File: config.mk
export PLATFORM = sky130hd
export DESIGN_NAME = fb_arbiter
export DESIGN_NICKNAME = d
export VERILOG_FILES = /design/src/rtl/fb_arbiter.sv
export SDC_FILE = /design/constraint.sdc
export NUM_CORES = 1
export LEC_CHECK = 0
export CAP_MARGIN = 0
export CORE_ASPECT_RATIO = 0.75
export CORE_UTILIZATION = 25
export CTS_CLUSTER_DIAMETER = 150
export DETAILED_ROUTE_END_ITERATION = 7
export PLACE_DENSITY_LB_ADDON = 0.1
export SKIP_LAST_GASP = 1
export SYNTH_ARGS = -nofsm -noshare
export SYNTH_HDL_FRONTEND = slang
export SYNTH_SLANG_ARGS = --single-unit
File: constraint.sdc
create_clock -name clk -period 2.3 [get_ports clk]
set_input_delay 0.46 -clock clk [delete_from_list [all_inputs] [get_ports clk]]
set_output_delay 0.46 -clock clk [all_outputs]
set_load 0.03 [all_outputs]
File: src/rtl/fb_arbiter.sv
// Frame-buffer SRAM arbiter: scan-out reads compete with a posted-write FIFO from the sprite engine.
// Optional build macro FB_ARB_RAW_CHECK_EN blocks reads that hit an address still posted in the FIFO.
module fb_arbiter #(
  parameter int FIFO_DEPTH = 4,
  parameter int STARVE_MAX = 3
) (
  input  logic        clk,
  input  logic        reset,
  input  logic        wr_valid,
  input  logic [11:0] wr_addr,
  input  logic [11:0] wr_data,
  output logic        wr_ready,
  input  logic        rd_req,
  input  logic [11:0] rd_addr,
  output logic        rd_gnt,
  output logic        rd_valid,
  output logic [11:0] rd_data,
  input  logic        flush,
  output logic        flush_done,
  output logic        fifo_empty,
  output logic        FB_CEN,
  output logic        FB_WEN,
  output logic [11:0] FB_A,
  output logic [11:0] FB_D,
  input  logic [11:0] FB_Q
);

  localparam int AW = (FIFO_DEPTH < 2) ? 1 : $clog2(FIFO_DEPTH);
  localparam int CW = AW + 1;
  localparam int SW = (STARVE_MAX < 1) ? 1 : $clog2(STARVE_MAX + 1);
  localparam logic [CW-1:0] DEPTH_C = CW'(FIFO_DEPTH);
  localparam logic [SW-1:0] SMAX_C  = SW'(STARVE_MAX);

  typedef enum logic [1:0] {
    IDLE  = 2'd0,
    READ  = 2'd1,
    WRITE = 2'd2,
    DRAIN = 2'd3
  } state_e;

  state_e        state_q, state_d;
  logic [AW-1:0] wptr_q, wptr_d, rptr_q, rptr_d;
  logic [CW-1:0] count_q, count_d;
  logic [SW-1:0] starve_q, starve_d;
  logic          flush_blk_q, flush_blk_d;
  logic          fb_cen_q, fb_cen_d, fb_wen_q, fb_wen_d;
  logic [11:0]   fb_a_q, fb_a_d, fb_d_q, fb_d_d;
  logic          rd_valid_q, rd_valid_d;
  logic          flush_done_q, flush_done_d;
  logic [23:0]   mem_q [FIFO_DEPTH];

  logic          full_s, empty_s, push_s, pop_s, drain_s, done_s, raw_hit_s;
  logic [23:0]   head_s;

  assign full_s     = (count_q == DEPTH_C);
  assign empty_s    = (count_q == {CW{1'b0}});
  assign head_s     = mem_q[rptr_q];
  // A full FIFO still takes a push in a cycle where the head is popped.
  assign push_s     = wr_valid & (~full_s | pop_s);

  assign wr_ready   = ~full_s;
  assign fifo_empty = empty_s;
  assign FB_CEN     = fb_cen_q;
  assign FB_WEN     = fb_wen_q;
  assign FB_A       = fb_a_q;
  assign FB_D       = fb_d_q;
  assign rd_valid   = rd_valid_q;
  assign rd_data    = rd_valid_q ? FB_Q : 12'h000;
  assign flush_done = flush_done_q;

`ifdef FB_ARB_RAW_CHECK_EN
  logic [AW-1:0] raw_off_s;

  // Compare the read address against every occupied FIFO slot.
  always_comb begin
    raw_hit_s = 1'b0;
    raw_off_s = {AW{1'b0}};
    for (int j = 0; j < FIFO_DEPTH; j++) begin
      raw_off_s = AW'(j) - rptr_q;
      if (({1'b0, raw_off_s} < count_q) && (mem_q[j][23:12] == rd_addr)) begin
        raw_hit_s = 1'b1;
      end else begin
        raw_hit_s = raw_hit_s;
      end
    end
  end
`else
  assign raw_hit_s = 1'b0;
`endif

  // Per-cycle access decision; the chosen access is registered onto the SRAM port.
  always_comb begin
    state_d  = IDLE;
    rd_gnt   = 1'b0;
    pop_s    = 1'b0;
    done_s   = 1'b0;
    fb_cen_d = 1'b1;
    fb_wen_d = 1'b1;
    fb_a_d   = fb_a_q;
    fb_d_d   = fb_d_q;
    drain_s  = (state_q == DRAIN) || (flush && !flush_blk_q);

    if (drain_s) begin
      if (!empty_s) begin
        pop_s   = 1'b1;
        state_d = DRAIN;
      end else if (wr_valid || (state_q != DRAIN)) begin
        state_d = DRAIN;
      end else begin
        done_s  = 1'b1;
        state_d = IDLE;
      end
    end else if (!empty_s && ((starve_q == SMAX_C) || full_s)) begin
      pop_s   = 1'b1;
      state_d = WRITE;
    end else if (rd_req && !raw_hit_s) begin
      rd_gnt  = 1'b1;
      state_d = READ;
    end else if (!empty_s) begin
      pop_s   = 1'b1;
      state_d = WRITE;
    end else begin
      state_d = IDLE;
    end

    if (pop_s) begin
      fb_cen_d = 1'b0;
      fb_wen_d = 1'b0;
      fb_a_d   = head_s[23:12];
      fb_d_d   = head_s[11:0];
    end else if (rd_gnt) begin
      fb_cen_d = 1'b0;
      fb_wen_d = 1'b1;
      fb_a_d   = rd_addr;
    end else begin
      fb_cen_d = 1'b1;
      fb_wen_d = 1'b1;
    end
  end

  // FIFO bookkeeping, starvation counter and flush re-entry guard.
  always_comb begin
    wptr_d       = push_s ? (wptr_q + AW'(1)) : wptr_q;
    rptr_d       = pop_s ? (rptr_q + AW'(1)) : rptr_q;
    count_d      = count_q + CW'(push_s) - CW'(pop_s);
    flush_blk_d  = flush & (flush_blk_q | done_s);
    flush_done_d = done_s;
    rd_valid_d   = ~fb_cen_q & fb_wen_q;
    if (pop_s) begin
      starve_d = {SW{1'b0}};
    end else if (rd_gnt && !empty_s && (starve_q != SMAX_C)) begin
      starve_d = starve_q + SW'(1);
    end else begin
      starve_d = starve_q;
    end
  end

  // State and control registers.
  always_ff @(posedge clk or negedge reset) begin
    if (!reset) begin
      state_q      <= IDLE;
      wptr_q       <= {AW{1'b0}};
      rptr_q       <= {AW{1'b0}};
      count_q      <= {CW{1'b0}};
      starve_q     <= {SW{1'b0}};
      flush_blk_q  <= 1'b0;
      fb_cen_q     <= 1'b1;
      fb_wen_q     <= 1'b1;
      fb_a_q       <= 12'h000;
      fb_d_q       <= 12'h000;
      rd_valid_q   <= 1'b0;
      flush_done_q <= 1'b0;
    end else begin
      state_q      <= state_d;
      wptr_q       <= wptr_d;
      rptr_q       <= rptr_d;
      count_q      <= count_d;
      starve_q     <= starve_d;
      flush_blk_q  <= flush_blk_d;
      fb_cen_q     <= fb_cen_d;
      fb_wen_q     <= fb_wen_d;
      fb_a_q       <= fb_a_d;
      fb_d_q       <= fb_d_d;
      rd_valid_q   <= rd_valid_d;
      flush_done_q <= flush_done_d;
    end
  end

  // FIFO storage; occupancy is tracked by the pointers, so no reset is needed here.
  always_ff @(posedge clk) begin
    if (push_s) begin
      mem_q[wptr_q] <= {wr_addr, wr_data};
    end else begin
      mem_q[wptr_q] <= mem_q[wptr_q];
    end
  end

endmodule

Word-level counts from Yosys, hierarchy flattened

Memory sizes are Yosys's and may differ from the RTL's.
Cells that the tools add are included.
Widths: inputs -> output; s select.

Bits in registers: 40
Bits in writable memories: 96
Input port bits: 53
Output and inout port bits: 43
Memories: 1

Memory list:

| name  | depth | bits a word | read ports | clocked after memory_dff | wr ports | RTL line | text |
|---|---|---|---|---|---|---|---|
| mem_q | 4     | 24          | 1          | 0                        | 1        | 50       | `logic [23:0] mem_q [FIFO_DEPTH];` |

Add/sub/neg operators: 5
Eq/ne operators: 6
Muxes and demuxes: 28
Bitwise gates (word level): 8
Reductions and logical operators: 13

Operator list:

| cell                | number |
|---|---|
| $mux 12             | 3 |
| $mux 24             | 1 |
| $mux 1              | 16 |
| $mux 2              | 8 |
| $add 2x1->2 const B | 3 |
| $eq 2x2->1 const B  | 2 |
| $logic_and 1x1->1   | 4 |
| $ne 2x2->1 const B  | 2 |
| $reduce_bool 2->1   | 2 |
| $add 3x1->3         | 1 |
| $and 1x1->1         | 3 |
| $eq 3x3->1 const B  | 1 |
| $logic_not 3->1     | 1 |
| $logic_or 1x1->1    | 3 |
| $or 1x1->1          | 3 |
| $sub 3x1->3         | 1 |
| $logic_not 1->1     | 2 |
| $not 1->1           | 2 |
| $reduce_and 2->1    | 1 |
| $ne 0x0->1          | 1 |

Logic depth before layout (Yosys ltp)

Gate-level depths: netlist of run 1.

Depth after elaboration: 10
Gate-level depth with buffers: 12

Least setup slack after synthesis of run 1

No wires, ideal clock.

Path type: reg2reg
Start: register starve_q[0]
End: register count_q[2]
Setup time: 126 ps
Arrival: 2332 ps
Setup slack: -158 ps
Cell stages (with the launch flop): 12
Buffers on the path: 1
Period minus slack after synthesis: 2458 ps
Cells stage by stage: dfrtp_1 > ha_1 > o31ai_4 > inv_2 > buf_6 > ha_1 > inv_1 > ha_1 > inv_1 > fa_1 > xnor2_1 > xnor2_1

Word-level cells in the longest chain between the ends: 9

RTL lines:

| what                   | RTL line | text |
|---|---|---|
| from (decl)            | 44       | `logic [SW-1:0] starve_q, starve_d;` |
| from (signal assigned) | 165      | `starve_q <= {SW{1'b0}};` |
| from (signal assigned) | 178      | `starve_q <= starve_d;` |
| $eq 2x2->1 (*)         | 113      | `end else if (!empty_s && ((starve_q == SMAX_C) \|\| full_s)) begin` |
| $logic_or 1x1->1 (*)   | 113      |  |
| $logic_and 1x1->1 (*)  | 113      |  |
| $mux 1 (*)             | 113      |  |
| $mux 1 (*)             | 103      | `if (drain_s) begin` |
| named net pop_s        | 52       | `logic full_s, empty_s, push_s, pop_s, drain_s, done_s, raw_hit_s;` |
| $or 1x1->1             | 59       | `assign push_s = wr_valid & (~full_s \| pop_s);` |
| $and 1x1->1            | 59       |  |
| $add 3x1->3            | 145      | `count_d = count_q + CW'(push_s) - CW'(pop_s);` |
| $sub 3x1->3 (*)        | 145      |  |
| named net count_d[2]   | 43       | `logic [CW-1:0] count_q, count_d;` |
| to (signal assigned)   | 164      | `count_q <= {CW{1'b0}};` |
| to (signal assigned)   | 177      | `count_q <= count_d;` |
| to (decl)              | 43       |  |

The timed path passes the listed nets; every way through them passes the cells marked *.
A chain may end at the register's enable or synchronous reset.

Worst setup path after layout of run 1

Start: register count_q[0]
End: output wr_ready

Word-level cells in the longest chain between the ends: 2

RTL lines:

| what       | RTL line | text |
|---|---|---|
| $eq 3x3->1 | 55       | `assign full_s = (count_q == DEPTH_C);` |
| $not 1->1  | 61       | `assign wr_ready = ~full_s;` |
| to (decl)  | 12       | `output logic wr_ready,` |

No other way between the ends.

==> results of run 1 <==
worst reg2reg max path, cell delays in order (launching register included):
cell                      delay [ns]
sky130_fd_sc_hd__dfrtp_1        0.40
sky130_fd_sc_hd__ha_2           0.23
sky130_fd_sc_hd__o31ai_4        0.28
sky130_fd_sc_hd__inv_2          0.08
sky130_fd_sc_hd__ha_4           0.22
sky130_fd_sc_hd__inv_2          0.06
sky130_fd_sc_hd__ha_4           0.11
sky130_fd_sc_hd__inv_2          0.03
sky130_fd_sc_hd__fa_2           0.36
sky130_fd_sc_hd__xnor2_2        0.15
sky130_fd_sc_hd__xnor2_1        0.12
flip-flops by register name (all words and copies together), names as in the netlist:
signal       count
FB_D            12
FB_CEN           1
FB_WEN           1
mem_q           96
count_q          3
wptr_q           2
starve_q         2
flush_done       1
FB_A            12
state_q          2
rd_valid         1
flush_blk_q      1
rptr_q           2
layout make-up:
| cell class | count | share of cell area, % |
|---|---|---|
| multi-input cells | 115 | 18.7 |
| flip-flops and latches | 136 | 52.0 |
| repair buffers | 121 | 16.1 |
| inverters | 10 | 0.502 |
| clock inverters | 15 | 2.37 |
| well taps | 282 | 4.72 |
| clock buffers | 17 | 5.69 |
per-stage QoR:
step	setup TNS, ns	util [%]	hold slack [ns]	setup WS (ns)
CTS	0	36.3	0.493	0.0415
floorplan	-0.0631	-	0.164	-0.0631
global placement	-0.576	33.3	0.450	-0.333
finish	0	36.3	0.495	0.0812
detailed placement	-0.628	33.3	0.444	-0.360
global route	-0.0223	36.3	0.521	-0.0223
layer usage:
layer	wire (um)	up-vias
li1	-	1317
met1	5670	1444
met2	5370	94
met3	742	7
met4	94	0
met5	0	-
power by group:
part           total, W  switching (W)  internal [W]
clock           0.00275        0.00105       0.00170
sequential      0.00364       0.000299       0.00334
combinational   0.00377        0.00187       0.00190
total            0.0102        0.00322       0.00695
placed cells by master, fill, tap and decap left out, types with 4 or more instances in the layout:
cell type and count:
sky130_fd_sc_hd__and2_1 16, sky130_fd_sc_hd__buf_12 5, sky130_fd_sc_hd__buf_4 21, sky130_fd_sc_hd__clkbuf_16 17, sky130_fd_sc_hd__clkdlybuf4s50_1 91, sky130_fd_sc_hd__clkinvlp_4 5
sky130_fd_sc_hd__dfrtp_1 36, sky130_fd_sc_hd__edfxtp_1 96, sky130_fd_sc_hd__ha_1 4, sky130_fd_sc_hd__inv_1 7, sky130_fd_sc_hd__mux2_2 5, sky130_fd_sc_hd__mux2_4 7
sky130_fd_sc_hd__mux4_2 24, sky130_fd_sc_hd__nand2_1 6, sky130_fd_sc_hd__nand2b_1 13, sky130_fd_sc_hd__o221a_2 12
logic make-up after synthesis:
family          Yosys count  synth area share (%)
xor+xnor                  5                 0.820
buf+inv                  22                  2.01
compound gates           20                  3.91
fa+ha+maj                 8                  2.01
simple gates             45                  5.20
mux                      37                  13.3
flops                   136                  72.7
final timing paths:
check                            startpoint     endpoint  cells after the start
worst max-delay path             count_q[0]     wr_ready                      5
worst min-delay path            flush_blk_q  flush_blk_q                      1
worst max register to register  starve_q[0]   count_q[2]                     10
worst min register to register  flush_blk_q  flush_blk_q                      1
max in group asynchronous             reset    rptr_q[0]                      3
min in group asynchronous             reset      FB_A[2]                      2
timing repair:
| action | CTS | global route |
|---|---|---|
| endpoints found under the hold margin | 14 | 0 |
| resized for setup | 2 | 3 |
| pin swaps | 0 | 1 |
| setup endpoints to repair | 2 | 12 |
| hold buffers | 1 | 0 |
==> impl_summary.log, run 1 <==
INFO  metric syn_nets = 334
INFO  metric syn2layout_area_growth = 40.0%
INFO  metric timing.hold.worst.class = reg -> reg
INFO  metric grt_pass1_vias = 3,088
INFO  metric ys_ff_latch = 136
INFO  metric outcome = finished clean
INFO  metric fin_crit_sh = 96.5%
INFO  metric max_cap_violations = 0
INFO  metric yosys_most_used_dff = sky130_fd_sc_hd__edfxtp_1
INFO  metric dpl_cell_area = 0.00686 sq mm
INFO  metric synth_top_cell_area_share = 53.9%
INFO  metric clock_insertion_delay_worst_skew = 0.41 ns
INFO  metric postCtsSetupRepairBufs = 0
INFO  metric critical_path_required = 1.84 ns
INFO  metric multiInputGateArea = 0.00140 sq mm
INFO  metric synth_area_per_cell = 19.6 sq um
INFO  metric antenna_found_initial = 0
INFO  metric cp-start-kind = flip-flop
INFO  metric max-clock-path-buffers = 2
INFO  metric via_per_inst = 4.11
INFO  metric cts_num_sinks = 136
INFO  metric clock_tree.htree_level_count = 4
INFO  metric wl_per_cell = 17.1 um
INFO  metric placement_rows = 45
INFO  metric synth_commonest_cells = 96 x sky130_fd_sc_hd__edfxtp_1, 38 x sky130_fd_sc_hd__dfrtp_1, 24 x sky130_fd_sc_hd__mux4_2
INFO  metric synth.cell_area = 0.00534 sq mm
INFO  metric final_max_slew_viol_count = 0
INFO  metric path_class = reg -> out
INFO  metric post-route-drc-count = 0
INFO  metric final_net_count = 462
INFO  metric cts.reportedPaths.clkPinSlew = 0.06 ns
INFO  metric p_per_area = 1360 mW/mm^2
INFO  metric slew_headroom = 69.6%
INFO  metric grt_max_degree = 21
INFO  metric maxClockFrequency = 451 MHz
INFO  metric timing_hold_violations_final = 0
INFO  metric cp_num_buf_inv = 3
INFO  metric start_util = 25.9%
INFO  metric vdd_drop_max = 0.000525 V
INFO  metric ys_async_sr_fraction = 29.4%
INFO  metric final_area = 0.00748 sq mm
INFO  metric worst_clock_skew = 0.00714 ns
INFO  metric aggregate_routed_wire_length = 11,900 um
INFO  metric dp.cells = 663
INFO  metric critical_path.slowest_cell = sky130_fd_sc_hd__dfrtp_1
INFO  metric yosysSeqAreaShare = 72.7%
INFO  metric dieArea = 0.0220 sq mm
INFO  metric worstPathMaxFanout = 4
INFO  metric synthesis.yosys.warnings = 0
INFO  metric route.vias.total = 2,862
INFO  metric met1_usage = 15.1%
INFO  metric yosysTopAreaCell = sky130_fd_sc_hd__edfxtp_1
INFO  metric cts_root_buf = sky130_fd_sc_hd__clkbuf_16
INFO  metric ant_nets = 0
INFO  metric tritoncts = built
INFO  metric synth-edff-count = 96
INFO  metric arrival = 1.76 ns
INFO  metric cts_made_buffers = 17
INFO  metric timing.critical_path.max_delay_family = buffers and inverters
INFO  metric fraction_of_layout_cells_with_a_size_suffix_above_1 = 30.4%
INFO  metric synthMostInstantiatedCell = sky130_fd_sc_hd__edfxtp_1
INFO  metric io-pin-count = 96
INFO  metric die_h = 129 um
INFO  metric grt_usage = 11.7%
INFO  metric detailed_place_hpwl = 7880 um
INFO  metric post-route-min-period = 2.22 ns
INFO  metric final-seq-area = 0.00389 sq mm
INFO  metric timing.critical_path.to_type = output pin
INFO  metric report.final.setup_viol = 0
INFO  metric buffer_ports.inserted = 95
INFO  metric timing.critical_path.cells = buf_4 > nor2_1 > buf_4 > nand2_1 > dlygate4sd2_1
INFO  metric worst_slew_pin_slew = 0.456 ns
INFO  metric fp.coreArea = 0.0206 sq mm
INFO  metric synth.area.top_cells = sky130_fd_sc_hd__edfxtp_1 54%, sky130_fd_sc_hd__dfrtp_1 18%, sky130_fd_sc_hd__mux4_2 10%
INFO  metric antenna_cells = 0
INFO  metric gr-max-usage-layer = met2
INFO  metric design_power_total = 0.0102 W
INFO  metric chip_width = 171 um
INFO  metric r2r_slack = 0.15 ns
INFO  metric netlist_instances = 273
INFO  metric unrepaired_setup_endpoints_after_global_routing = true
INFO  metric wire_length_of_the_first_global_routing_pass = 18,200 um
INFO  metric cp_common_cell = sky130_fd_sc_hd__buf_4
INFO  metric grt_remaining_overflow = 0
INFO  metric met2_usage = 18.2%
INFO  metric slowest_delay = 0.38 ns
INFO  metric gp_congestion = 0.708
INFO  metric finalNonFillerCells = 696
INFO  metric detailedRoute.firstPassIterationCount = 4
INFO  metric fillers = 1,962
INFO  metric drt_iter0_markers = 145
INFO  metric globalRouteMet3Util = 4.03%
INFO  metric leakage = 2.67 nW
INFO  metric netlist-cell-type-count = 36
(Power assumes the default switching activity.)
==> run 2: changes to the inputs <==
--- a/config.mk
+++ b/config.mk
@@ -12,6 +12,7 @@
 export DETAILED_ROUTE_END_ITERATION = 7
 export PLACE_DENSITY_LB_ADDON = 0.1
 export SKIP_LAST_GASP = 1
+export SLEW_MARGIN = 20
 export SYNTH_ARGS = -nofsm -noshare
 export SYNTH_HDL_FRONTEND = slang
 export SYNTH_SLANG_ARGS = --single-unit
==> results of run 2 <==
No change in the layout: final DEF, timing and power equal those of run 1.
==> run 3: changes to the inputs <==
==> constraint.sdc (replaced) <==
create_clock -name clk -period 2.3 [get_ports clk]
set_input_delay 0.23 -clock clk [delete_from_list [all_inputs] [get_ports clk]]
set_output_delay 0.23 -clock clk [all_outputs]
set_load 0.03 [all_outputs]
==> impl_summary.log, run 3 (synthesis results as in run 1) <==
INFO  metric route.vias.total = 2,855 (was 2,862)
INFO  metric wire_length_of_the_first_global_routing_pass = 17,600 um (was 18,200 um)
INFO  metric r2r_slack = 0.14 ns (was 0.15 ns)
INFO  metric ant_nets = 0 (unchanged)
INFO  metric final-seq-area = 0.00389 sq mm (about the same)
INFO  metric fin_util = 36.0% (was 36.3%)
INFO  metric dieArea = 0.0220 sq mm (unchanged)
INFO  metric gp_congestion = 0.752 (was 0.708)
INFO  metric max-clock-path-buffers = 2 (unchanged)
INFO  metric buffer_ports.inserted = 95 (unchanged)
INFO  metric largest_register_ff_count = 96 (unchanged)
INFO  metric detailedRoute.firstPassIterationCount = 6 (was 4)
INFO  metric p_per_area = 1360 mW/mm^2 (about the same)
INFO  metric final_net_count = 459 (was 462)
INFO  metric layout.cells.most_common_list = 96 x sky130_fd_sc_hd__edfxtp_1, 92 x sky130_fd_sc_hd__clkdlybuf4s50_1, 37 x sky130_fd_sc_hd__dfrtp_1, 24 x sky130_fd_sc_hd__mux4_2, 18 x sky130_fd_sc_hd__buf_4 (was 96 x sky130_fd_sc_hd__edfxtp_1, 91 x sky130_fd_sc_hd__clkdlybuf4s50_1, 36 x sky130_fd_sc_hd__dfrtp_1, 24 x sky130_fd_sc_hd__mux4_2, 21 x sky130_fd_sc_hd__buf_4)
INFO  metric fillers = 1,974 (was 1,962)
INFO  metric path_class = reg -> out (unchanged)
INFO  metric worstPathMaxFanout = 4 (unchanged)
INFO  metric placement_rows = 45 (unchanged)
INFO  metric final_max_slew_viol_count = 0 (unchanged)
INFO  metric unrepaired_setup_endpoints_after_global_routing = false (was true)
INFO  metric critical_path_depth = 3 (was 5)
INFO  metric via_per_inst = 4.12 (was 4.11)
INFO  metric cp-start-kind = flip-flop (unchanged)
INFO  metric postLayoutSetupSlackWorst = 0.0732 ns (was 0.0812 ns)
INFO  metric clock_tree.htree_level_count = 4 (unchanged)
INFO  metric timing_hold_violations_final = 0 (unchanged)
INFO  metric arrival = 2.00 ns (was 1.76 ns)
INFO  metric timing.hold.worst.class = in -> async (was reg -> reg)
INFO  metric io-pin-count = 96 (unchanged)
INFO  metric clock_insertion_delay_worst_skew = 0.42 ns (was 0.41 ns)
INFO  metric power.switching_fraction = 32.2% (was 31.6%)
INFO  metric worst_slew_pin_slew = 0.373 ns (was 0.456 ns)
INFO  metric cts_root_buf = sky130_fd_sc_hd__clkbuf_16 (unchanged)
INFO  metric start_util = 25.9% (unchanged)
INFO  metric worst_clock_skew = 0.0130 ns (was 0.00714 ns)
INFO  metric antenna_found_initial = 1 (was 0)
INFO  metric timing.critical_path.max_delay_family = buffers and inverters (unchanged)
INFO  metric reg2regPathDepth = 10 (unchanged)
INFO  metric report.final.setup_viol = 0 (unchanged)
INFO  metric timing.critical_path.cells = or3_4 > inv_1 > clkdlybuf4s50_1 (was buf_4 > nor2_1 > buf_4 > nand2_1 > dlygate4sd2_1)
INFO  metric post-route-min-period = 2.23 ns (was 2.22 ns)
INFO  metric aggregate_routed_wire_length = 11,700 um (was 11,900 um)
INFO  metric detailed_place_hpwl = 7580 um (was 7880 um)
INFO  metric cts.reportedPaths.clkPinSlew = 0.06 ns (about the same)
INFO  metric layout.cells.most_common = sky130_fd_sc_hd__edfxtp_1 (unchanged)
INFO  metric wl_per_cell = 16.9 um (was 17.1 um)
INFO  metric multiInputGateArea = 0.00139 sq mm (was 0.00140 sq mm)
INFO  metric leakage = 2.65 nW (was 2.67 nW)
INFO  metric slowest_delay = 0.68 ns (was 0.38 ns)
INFO  metric die_h = 129 um (unchanged)
INFO  metric vdd_drop_max = 0.000585 V (was 0.000525 V)
INFO  metric grt_pass1_vias = 3,004 (was 3,088)
INFO  metric antenna_cells = 0 (unchanged)
INFO  metric grt_max_degree = 25 (was 21)
INFO  metric cts_made_buffers = 17 (unchanged)
INFO  metric max_cap_violations = 0 (unchanged)
INFO  metric drt_iter0_markers = 160 (was 145)
INFO  metric critical_path.slowest_cell = sky130_fd_sc_hd__clkdlybuf4s50_1 (was sky130_fd_sc_hd__dfrtp_1)
INFO  metric critical_path_required = 2.07 ns (was 1.84 ns)
INFO  metric outcome = finished clean (unchanged)
INFO  metric timing.critical_path.to_type = output pin (unchanged)
INFO  metric worst_r2r_startpoint = starve_q[0] (unchanged)
INFO  metric clock_power_share = 26.8% (was 27.1%)
INFO  metric power.sequential.fraction = 35.5% (was 35.8%)
INFO  metric post-route-drc-count = 0 (unchanged)
INFO  metric cp_num_buf_inv = 2 (was 3)
INFO  metric netSwitchingPower = 0.00324 W (was 0.00322 W)
INFO  metric syn2layout_area_growth = 39.0% (was 40.0%)
INFO  metric power.share.combinational = 37.7% (was 37.1%)
INFO  metric cts_num_sinks = 136 (unchanged)
INFO  metric maxClockFrequency = 449 MHz (was 451 MHz)
INFO  metric chip_width = 171 um (unchanged)
INFO  metric fin_crit_sh = 96.8% (was 96.5%)
INFO  metric fp.coreArea = 0.0206 sq mm (unchanged)
INFO  metric slew_headroom = 74.9% (was 69.6%)
INFO  metric cp-startpoint = count_q[1] (was count_q[0])
INFO  metric max_flop_register = mem_q (unchanged)
INFO  metric grt_remaining_overflow = 0 (unchanged)
INFO  metric fraction_of_layout_cells_with_a_size_suffix_above_1 = 28.7% (was 30.4%)
INFO  metric power_report.internal_total = 0.00683 W (was 0.00695 W)
INFO  metric grt_usage = 11.3% (was 11.7%)
INFO  metric tritoncts = built (unchanged)
INFO  metric placement.setup.worst_slack = -0.126 ns (was -0.360 ns)
-- run 3: changes by cell type in the layout (fill, tap and decap cells not counted), sizes merged --
cell	delta
clkbuf	+1
clkdlybuf4s15	+1
clkdlybuf4s50	+1
inv	+6
dlygate4sd2	-2
bufinv	-1
buf	-4
dlymetal6s2s	+1
clkinv	-3
clkinvlp	-3
-- run 3: final timing paths --
check                         endpoint
setup / recovery            fifo_empty
hold / removal              state_q[1]
max in group asynchronous    rptr_q[0]
min in group clk           flush_blk_q
setup reg to reg            count_q[2]
hold reg to reg            flush_blk_q
-- run 3: timing repair --
item	CTS	global route
pin swaps	0	0
endpoints found under the setup margin	1	2
hold buffers	1	0
hold endpoints to repair	9	0
resized for setup	1	2
setup buffers	0	0
-- run 3: power groups by stage --
stage               logic (W)  registers, W  clock network, W
CTS                   0.00390       0.00359           0.00278
global route          0.00410       0.00365           0.00289
global placement      0.00387       0.00362                 0
finish                0.00380       0.00358           0.00270
floorplan             0.00199       0.00408                 0
detailed placement    0.00388       0.00363                 0
-- run 3: area by class of cell --
| cell class | count | area share [%] |
|---|---|---|
| well taps | 282 | 4.75 |
| clock buffers | 18 | 5.78 |
| multi-input cells | 115 | 18.7 |
| repair buffers | 118 | 15.8 |
| clock inverters | 14 | 2.14 |
| inverters | 10 | 0.505 |
| flip-flops and latches | 136 | 52.3 |
-- run 3: metrics by stage --
step / power (W) / TNS [ns] / std cells / cell area [sq um] / hold slack (ns)
final: 0.0101 / 0 / 693 / 7430 / 0.223
after global routing: 0.0106 / 0 / 693 / 7430 / 0.258
after CTS: 0.0103 / 0 / 693 / 7420 / 0.217
after detailed placement: 0.00751 / -0.154 / 660 / 6830 / 0.124
after global placement: 0.00749 / -0.0834 / 660 / 6830 / 0.128
after floorplan: 0.00607 / -0.0734 / 273 / 5390 / -0.0656
-- run 3: per-layer routing --
layer | routed length, um | GRT usage, % | up-vias
met5 | 13 | 0 | -
met4 | 115 | 3.78 | 2
met3 | 874 | 3.91 | 11
met2 | 5050 | 17.0 | 108
met1 | 5660 | 15.1 | 1426
li1 | - | - | 1308
